## config.mk

```make
export PLATFORM = sky130hd
export DESIGN_NAME = bus_arbiter_rr2
export DESIGN_NICKNAME = d
export VERILOG_FILES = /design/src/rtl/bus_arb_pkg.sv /design/src/rtl/arb_id_fifo.sv /design/src/rtl/bus_arbiter_rr2.sv
export SDC_FILE = /design/constraint.sdc
export NUM_CORES = 1
export LEC_CHECK = 0
export BUFFER_PORTS_ARGS = -buffer_cell sky130_fd_sc_hd__buf_2
export CORE_AREA = 4 4 120 122
export DETAILED_ROUTE_END_ITERATION = 12
export DIE_AREA = 0 0 124 126
export PLACE_DENSITY_LB_ADDON = 0.15
export RECOVER_POWER = 25
export SLEW_MARGIN = 20
export SYNTH_ARGS = -nofsm -noshare
export SYNTH_HDL_FRONTEND = slang
export SYNTH_SLANG_ARGS = --single-unit
```

## constraint.sdc

```tcl
create_clock -name clk_i -period 6.4 [get_ports clk_i]
set_clock_uncertainty 0.05 [all_clocks]
set_input_delay 0.96 -clock clk_i [delete_from_list [all_inputs] [get_ports clk_i]]
set_output_delay 0.96 -clock clk_i [all_outputs]
set_load 0.02 [all_outputs]
```

## src/rtl/bus_arb_pkg.sv

```systemverilog
// bus_arb_pkg: shared master IDs, bus field widths and request bundle for bus_arbiter_rr2.
// Revision: 1.0
`default_nettype none

package bus_arb_pkg;

  localparam int ID_W   = 1;
  localparam int ADDR_W = 32;
  localparam int DATA_W = 32;
  localparam int BE_W   = 4;

  typedef logic [ID_W-1:0] mid_t;

  localparam mid_t M0_ID = 1'b0;
  localparam mid_t M1_ID = 1'b1;

  typedef struct packed {
    logic              we;
    logic [ADDR_W-1:0] addr;
    logic [BE_W-1:0]   be;
    logic [DATA_W-1:0] wdata;
  } bus_req_t;

endpackage

`default_nettype wire

```

## src/rtl/arb_id_fifo.sv

```systemverilog
// arb_id_fifo: in-order FIFO of master IDs for outstanding reads; push/pop may coincide.
// Revision: 1.0
`default_nettype none

module arb_id_fifo
  import bus_arb_pkg::*;
#(
  parameter int DEPTH = 4
) (
  input  logic clk_i,
  input  logic rst_i,
  input  logic push,
  input  logic pop,
  input  mid_t din,
  output mid_t dout,
  output logic full,
  output logic empty
);

  localparam int PTR_W = (DEPTH > 1) ? $clog2(DEPTH) : 1;
  localparam int CNT_W = $clog2(DEPTH + 1);

  mid_t             mem [DEPTH];
  logic [PTR_W-1:0] wr_ptr;
  logic [PTR_W-1:0] rd_ptr;
  logic [CNT_W-1:0] count;
  logic             do_push;
  logic             do_pop;

  function automatic logic [PTR_W-1:0] next_ptr(input logic [PTR_W-1:0] p);
    return (p == PTR_W'(DEPTH - 1)) ? '0 : p + PTR_W'(1);
  endfunction

  assign full    = (count == CNT_W'(DEPTH));
  assign empty   = (count == '0);
  assign do_push = push & ~full;
  assign do_pop  = pop & ~empty;
  assign dout    = mem[rd_ptr];

  always_ff @(posedge clk_i) begin
    if (do_push) begin
      mem[wr_ptr] <= din;
    end
  end

  always_ff @(posedge clk_i) begin
    if (rst_i) begin
      wr_ptr <= '0;
      rd_ptr <= '0;
      count  <= '0;
    end else begin
      if (do_push) begin
        wr_ptr <= next_ptr(wr_ptr);
      end
      if (do_pop) begin
        rd_ptr <= next_ptr(rd_ptr);
      end
      case ({do_push, do_pop})
        2'b10:   count <= count + CNT_W'(1);
        2'b01:   count <= count - CNT_W'(1);
        default: count <= count;
      endcase
    end
  end

endmodule

`default_nettype wire

```

## src/rtl/bus_arbiter_rr2.sv

```systemverilog
// bus_arbiter_rr2: two-master round-robin (or fixed) arbiter with in-order read response routing.
// Revision: 1.0
`default_nettype none

module bus_arbiter_rr2
  import bus_arb_pkg::*;
#(
  parameter int FIXED_PRIO      = 0,
  parameter int MAX_OUTSTANDING = 4
) (
  input  logic              clk_i,
  input  logic              rst_i,
  input  logic              m0_req_i,
  input  logic              m0_we_i,
  input  logic [ADDR_W-1:0] m0_addr_bi,
  input  logic [BE_W-1:0]   m0_be_bi,
  input  logic [DATA_W-1:0] m0_wdata_bi,
  output logic              m0_ack_o,
  output logic              m0_resp_o,
  output logic [DATA_W-1:0] m0_rdata_bo,
  input  logic              m1_req_i,
  input  logic              m1_we_i,
  input  logic [ADDR_W-1:0] m1_addr_bi,
  input  logic [BE_W-1:0]   m1_be_bi,
  input  logic [DATA_W-1:0] m1_wdata_bi,
  output logic              m1_ack_o,
  output logic              m1_resp_o,
  output logic [DATA_W-1:0] m1_rdata_bo,
  output logic              s_req_o,
  output logic              s_we_o,
  output logic [ADDR_W-1:0] s_addr_bo,
  output logic [BE_W-1:0]   s_be_bo,
  output logic [DATA_W-1:0] s_wdata_bo,
  input  logic              s_ack_i,
  input  logic              s_resp_i,
  input  logic [DATA_W-1:0] s_rdata_bi,
  output logic              err_o
);

  bus_req_t m0_bus;
  bus_req_t m1_bus;
  bus_req_t gnt_bus;
  bus_req_t slave_bus;

  mid_t prio;
  logic err;

  mid_t pick_id;
  logic pick_valid;
  logic pick_we;
  logic other_req;
  logic other_we;
  mid_t gnt_id;
  logic gnt_valid;

  logic accept;
  logic fifo_push;
  logic fifo_pop;
  logic fifo_full;
  logic fifo_empty;
  mid_t fifo_head;

  assign m0_bus = '{we: m0_we_i, addr: m0_addr_bi, be: m0_be_bi, wdata: m0_wdata_bi};
  assign m1_bus = '{we: m1_we_i, addr: m1_addr_bi, be: m1_be_bi, wdata: m1_wdata_bi};

  // A read that cannot be tracked yields to the other master's write, else nothing is issued.
  always_comb begin
    pick_valid = 1'b0;
    pick_id    = M0_ID;
    if (m0_req_i && m1_req_i) begin
      pick_valid = 1'b1;
      pick_id    = (FIXED_PRIO != 0) ? M0_ID : prio;
    end else if (m0_req_i) begin
      pick_valid = 1'b1;
      pick_id    = M0_ID;
    end else if (m1_req_i) begin
      pick_valid = 1'b1;
      pick_id    = M1_ID;
    end

    pick_we   = (pick_id == M1_ID) ? m1_we_i  : m0_we_i;
    other_req = (pick_id == M1_ID) ? m0_req_i : m1_req_i;
    other_we  = (pick_id == M1_ID) ? m0_we_i  : m1_we_i;

    gnt_valid = pick_valid;
    gnt_id    = pick_id;
    if (pick_valid && !pick_we && fifo_full) begin
      if (other_req && other_we) begin
        gnt_id = ~pick_id;
      end else begin
        gnt_valid = 1'b0;
      end
    end
    if (rst_i) begin
      gnt_valid = 1'b0;
    end
  end

  assign gnt_bus   = (gnt_id == M1_ID) ? m1_bus : m0_bus;
  assign slave_bus = gnt_valid ? gnt_bus : '0;

  assign s_req_o    = gnt_valid;
  assign s_we_o     = slave_bus.we;
  assign s_addr_bo  = slave_bus.addr;
  assign s_be_bo    = slave_bus.be;
  assign s_wdata_bo = slave_bus.wdata;

  assign accept   = gnt_valid & s_ack_i;
  assign m0_ack_o = accept & (gnt_id == M0_ID);
  assign m1_ack_o = accept & (gnt_id == M1_ID);

  assign fifo_push = accept & ~gnt_bus.we;
  assign fifo_pop  = s_resp_i & ~fifo_empty & ~rst_i;

  assign m0_resp_o   = fifo_pop & (fifo_head == M0_ID);
  assign m1_resp_o   = fifo_pop & (fifo_head == M1_ID);
  assign m0_rdata_bo = m0_resp_o ? s_rdata_bi : '0;
  assign m1_rdata_bo = m1_resp_o ? s_rdata_bi : '0;

  assign err_o = err & ~rst_i;

  arb_id_fifo #(
    .DEPTH (MAX_OUTSTANDING)
  ) u_id_fifo (
    .clk_i (clk_i),
    .rst_i (rst_i),
    .push  (fifo_push),
    .pop   (fifo_pop),
    .din   (gnt_id),
    .dout  (fifo_head),
    .full  (fifo_full),
    .empty (fifo_empty)
  );

  always_ff @(posedge clk_i) begin
    if (rst_i) begin
      prio <= M0_ID;
      err  <= 1'b0;
    end else begin
      if (accept) begin
        prio <= ~gnt_id;
      end
      if (s_resp_i && fifo_empty) begin
        err <= 1'b1;
      end
    end
  end

endmodule

`default_nettype wire

```

Word-level counts from Yosys, hierarchy flattened
Memory sizes are Yosys's and may differ from the RTL's. A register that Yosys moved wholly into a read port is not among the register bits.
Cells that the tools add are included.
{ "totals": {"ramBits": 4, "inputBits": 176, "register_bits": 9, "n_memories": 1} }
{ "classes": {"n_bitwise": 18, "add_sub_neg": 4, "n_reduce_logical": 8, "eq_ne": 5, "n_mux": 24} }
{ "mem_list": {"columns": ["name", "depth", "word_bits", "rd", "rd_ports_with_merged_regs", "wr", "line", "source"], "rows": [
  ["u_id_fifo.mem", 4, 1, 1, 1, 1, "arb_id_fifo.sv:23", "mid_t mem [DEPTH];"]
]} }
{ "op_table": {"columns": ["cell", "count"], "rows": [
  ["$mux W69", 2],
  ["$mux W32", 2],
  ["$mux W1", 15],
  ["$and A1 B1 Y1", 11],
  ["$mux W2", 4],
  ["$not A1 Y1", 7],
  ["$eq A2 B2 Y1 const B", 3],
  ["$pmux W3 S2", 1],
  ["$logic_and A1 B1 Y1", 5],
  ["$add A2 B1 Y2 const B", 2],
  ["$add A3 B1 Y3 const B", 1],
  ["$eq A3 B3 Y1 const B", 1],
  ["$logic_not A3 Y1", 1],
  ["$sub A3 B1 Y3 const B", 1],
  ["$eq A2 B1 Y1 const B", 1],
  ["$reduce_bool A2 Y1", 1],
  ["$logic_not A1 Y1", 1]
]} }

Longest topological paths before layout
{ "depth": {"depth_word": 14, "ltp_mapped": 11, "ltp_nobuf": 10} }

By module
A second synthesis with hierarchy kept.
{ "hier_totals": {"hier_cells": 389, "hier_area_um2": 2306.0} }
{ "by_module_without_submodules": {"columns": ["module", "area_each_um2", "cells_each", "instances"], "rows": [
  ["bus_arbiter_rr2", 1654.1, 332, 1],
  ["arb_id_fifo", 651.9, 57, 1]
]} }

Least setup slack after synthesis
OpenSTA, ideal clock, no wires.
{ "synth_timing": {"path_type": "in2out", "startpoint": "input port m1_req_i", "endpoint": "output port s_addr_bo[13]", "path_slack_ps": 2835, "path_buffers": 3, "required_ps": 5390, "path_stages": 7, "arrival_ps": 2555, "cell_sequence": "buf_2 a22oi_1 o22ai_1 buf_2 buf_1 nand2_1 o21ai_0"} }
{ "synth_via": {"elab_chain_cells": 10} }
{ "synth_lines": {"columns": ["element", "line", "source"], "rows": [
  ["start: declaration", "bus_arbiter_rr2.sv:21", "input logic m1_req_i,"],
  ["$mux W1", "bus_arbiter_rr2.sv:76", "end else if (m1_req_i) begin"],
  ["$mux W1", "bus_arbiter_rr2.sv:73", "end else if (m0_req_i) begin"],
  ["$mux W1", "bus_arbiter_rr2.sv:70", "if (m0_req_i && m1_req_i) begin"],
  ["$mux W1", "bus_arbiter_rr2.sv:81", "pick_we = (pick_id == M1_ID) ? m1_we_i : m0_we_i;"],
  ["$logic_not A1 Y1", "bus_arbiter_rr2.sv:87", "if (pick_valid && !pick_we && fifo_full) begin"],
  ["$logic_and A1 B1 Y1 (2 in series)", "bus_arbiter_rr2.sv:87", null],
  ["$mux W1", "bus_arbiter_rr2.sv:87", null],
  ["$mux W69 / $mux W1 (equally long branches)", "bus_arbiter_rr2.sv:99, bus_arbiter_rr2.sv:94", null],
  ["$mux W69 (*)", "bus_arbiter_rr2.sv:100", "assign slave_bus = gnt_valid ? gnt_bus : '0;"],
  ["end: declaration", "bus_arbiter_rr2.sv:31", "output logic [ADDR_W-1:0] s_addr_bo,"]
]} }
Mark *: on every way between the ends. The rest lies on a longest branch, timed or not.

Worst setup path in the final report
{ "layout_timing": {"startpoint": "input port m1_we_i", "endpoint": "output port s_wdata_bo[30]"} }
{ "layout_via": {"elab_chain_cells": 7} }
{ "layout_lines": {"columns": ["element", "line", "source"], "rows": [
  ["start: declaration", "bus_arbiter_rr2.sv:22", "input logic m1_we_i,"],
  ["$mux W1", "bus_arbiter_rr2.sv:81", null],
  ["$logic_not A1 Y1", "bus_arbiter_rr2.sv:87", null],
  ["$logic_and A1 B1 Y1 (2 in series)", "bus_arbiter_rr2.sv:87", null],
  ["$mux W1", "bus_arbiter_rr2.sv:87", null],
  ["$mux W69 / $mux W1 (equally long branches)", "bus_arbiter_rr2.sv:99, bus_arbiter_rr2.sv:94", null],
  ["$mux W69 (*)", "bus_arbiter_rr2.sv:100", null],
  ["end: declaration", "bus_arbiter_rr2.sv:33", "output logic [DATA_W-1:0] s_wdata_bo,"]
]} }
Marked as above.

==> run_results.csv <==
group,metric,value,unit
outcome,outcome,"finished, violations left",
outcome,violations,"max-capacitance violations, max-slew violations",
hold_path,hp-class,"reg2reg",
logic_synthesis,netlist_instances,404,
detailed_routing,wl_per_cell,14.82,µm
logic_synthesis,yosysWarnings,0,
clock_tree,clock-sinks,15,
die,start_util,18.73,%
setup_path,crit_arrival,3860,ps
finish,design_area,4194,µm²
global_route,grt_max_degree,85,
global_route,antenna_found_initial,3,
clock_tree,cts_hold_buffers,0,
timing,max_freq,0.2055,GHz
placement,place_area,4161,µm²
finish,syn2layout_area_growth,69.81,%
timing,worst_slack,1533,ps
setup_path,path_class,"in2out",
clock_tree,cts_repair_resize_count,0,
logic_synthesis,synth_area,2470,µm²
timing,slew_headroom,-18.98,%
setup_path,worstPathRequired,5390,ps
die,die_y,126,µm
logic_synthesis,ys_ff_latch,15,
global_route,grt_pass1_wl,18500,µm
global_route,grt-ovfl-total,0,
pwr,vdd_drop_max,0.06025,mV
placement,dp_slack,2396,ps
clock_tree,cts_tree,"yes",
timing,slew_violations,34,
die,die_w,124,µm
clock_tree,cts_setup_buffers,0,
finish,fin_nets,866,
placement,gp_congestion,0.8109,
finish,regArea,340.3,µm²
clock_tree,root_buffer,"clkbuf_16",
global_route,grtUsageTotal,14.49,%
detailed_routing,ant_nets,0,
setup_path,worstSetupStartpointType,"input pin",
timing,worstMarginPinSlew,1778,ps
detailed_routing,vias_per_cell,4.772,
timing,post-route-min-period,4867,ps
logic_synthesis,syn_nets,587,
finish,n_fill_cell,1495,
finish,drive_gt1_share,45.31,%
logic_synthesis,synth-async-reset-ratio,0,%
die,num_rows,42,
detailed_routing,routed_wl,12750,µm
timing,rsz0062_at_grt,"false",
logic_synthesis,synth.distinct_cells,38,
clock_tree,insertion_delay,250,ps
clock_tree,cts-buffers-inserted,3,
placement,portBuffers,314,
flow_run,maxCapViolCount,1,
logic_synthesis,ys.flop_type,"dfxtp_1",
die,die_area,15620,µm²
logic_synthesis,synth_area_per_cell,6.114,µm²
clock_tree,cts_max_path_buffers,2,
detailed_routing,vias,4104,
clock_tree,h-tree-depth,1,
timing,hold_violations,0,
placement,dp_hpwl,10230,µm
timing,setup_viol,0,
global_route,grt_pass1_vias,3758,
clock_tree,path_clk_slew,50,ps
pwr,power.leakage,2.319,nW
finish,multiInputGateArea,1922,µm²
die,coreArea,13190,µm²
detailed_routing,drt_iter0_markers,108,
setup_path,worst_setup_path_end_kind,"primary output",
timing,tns,0,ps
detailed_routing,drt-pass1-iter-count,6,
logic_synthesis,synth_edf_count,4,
setup_path,path_max_fanout,42,
timing,finalCritPeriodShare,76.04,%
die,boundaryPins,315,
logic_synthesis,ys_seq_area_share,13.78,%
pwr,powerDensity,127.1,nW/µm²
detailed_routing,drc,0,
## layout make-up
type                    count  area share, %
inverters                   8         0.7160
clock inverters             1         0.1193
multi-input cells         333          45.82
diodes                      2         0.1193
flip-flops and latches     15          8.115
repair buffers            322          38.07
clock buffers               3          1.790
well taps                 176          5.251
## critical path, stage by stage
cell and delay (ps):
clkbuf_1 180, and4bb_2 280, o21ai_0 120, nor2_1 1320, buf_4 540, o21ai_0 220
buf_2 200
## where the power goes
| group | internal [mW] | leakage, nW | total [mW] | switching [mW] |
|---|---|---|---|---|
| Combinational | 0.108 | 2.15 | 0.302 | 0.194 |
| Clock | 0.0836 | 0.0409 | 0.125 | 0.0413 |
| Sequential | 0.102 | 0.126 | 0.107 | 0.00440 |
## final timing paths
check	from	end	slack (ps)	cells past startpoint
max	m1_we_i	s_wdata_bo[30]	1530	7
min	err	err	420	2
max reg2reg	u_id_fifo.count[1]	prio	3280	5
min reg2reg	err	err	420	2
## routing by layer
layer,wire [µm],track usage [%],up-vias
met5,13,0,-
met4,233,4.317,2
met3,1394,3.363,17
met2,6900,30.38,219
met1,4202,13.15,1848
li1,-,-,2018
## stage by stage
step	std cells	hold slack [ps]	power, mW	util (%)
2_1_floorplan	404	379.0	0.2837	-
3_3_place_gp	854	403.6	0.4130	31.55
3_5_place_dp	854	402.8	0.4153	31.55
4_1_cts	858	418.0	0.5422	32.16
5_1_grt	860	425.9	0.5677	31.80
6_report	860	423.4	0.5332	31.80
## cells in the mapped netlist, types with 2 or more instances
cell type  number  area, µm²
buf_1           5      18.77
xor2_1          2      17.52
nand2_1        69      259.0
nand4_1        68      425.4
o21ai_0        72      360.4
dfxtp_1        11      220.2
mux2_1          2      22.52
inv_1           8      30.03
edfxtp_1        4      120.1
nor2_1         13      48.80
clkbuf_1       37      138.9
ha_1            6      75.07
and2_1         37      231.5
o21a_1          2      15.01
buf_2           6      30.03
and3_1         32      200.2
nor3_1          4      20.02
a21oi_1         6      30.03
## cell families (layout without fill, tap and decap cells)
family / Yosys count / count (layout) / synth area share [%]
XOR/XNOR: 2 / 2 / 0.7093
AO/OA/AOI/OAI: 90 / 90 / 19.96
adder cells (fa/ha/maj): 7 / 7 / 3.850
other: 0 / 2 / 0
AND/OR/NAND/NOR: 230 / 230 / 50.66
flip-flops: 15 / 15 / 13.78
multiplexers: 4 / 4 / 2.229
buffers and inverters: 56 / 334 / 8.815
## placed cells by master, fill, tap and decap left out, drive strengths merged, types with 2 or more instances in the layout
cell and count:
nand2 69, inv 8, and3 32, o21ai 72, edfxtp 4, diode 2, and2 37, dfxtp 11
ha 6, o21a 2, buf 298, a311oi 2, nor2 13, a21oi 6, clkbuf 27, xor2 2
nor3 4, mux2 2, nand4 68
No activity file was read; power rests on OpenSTA's default activity.
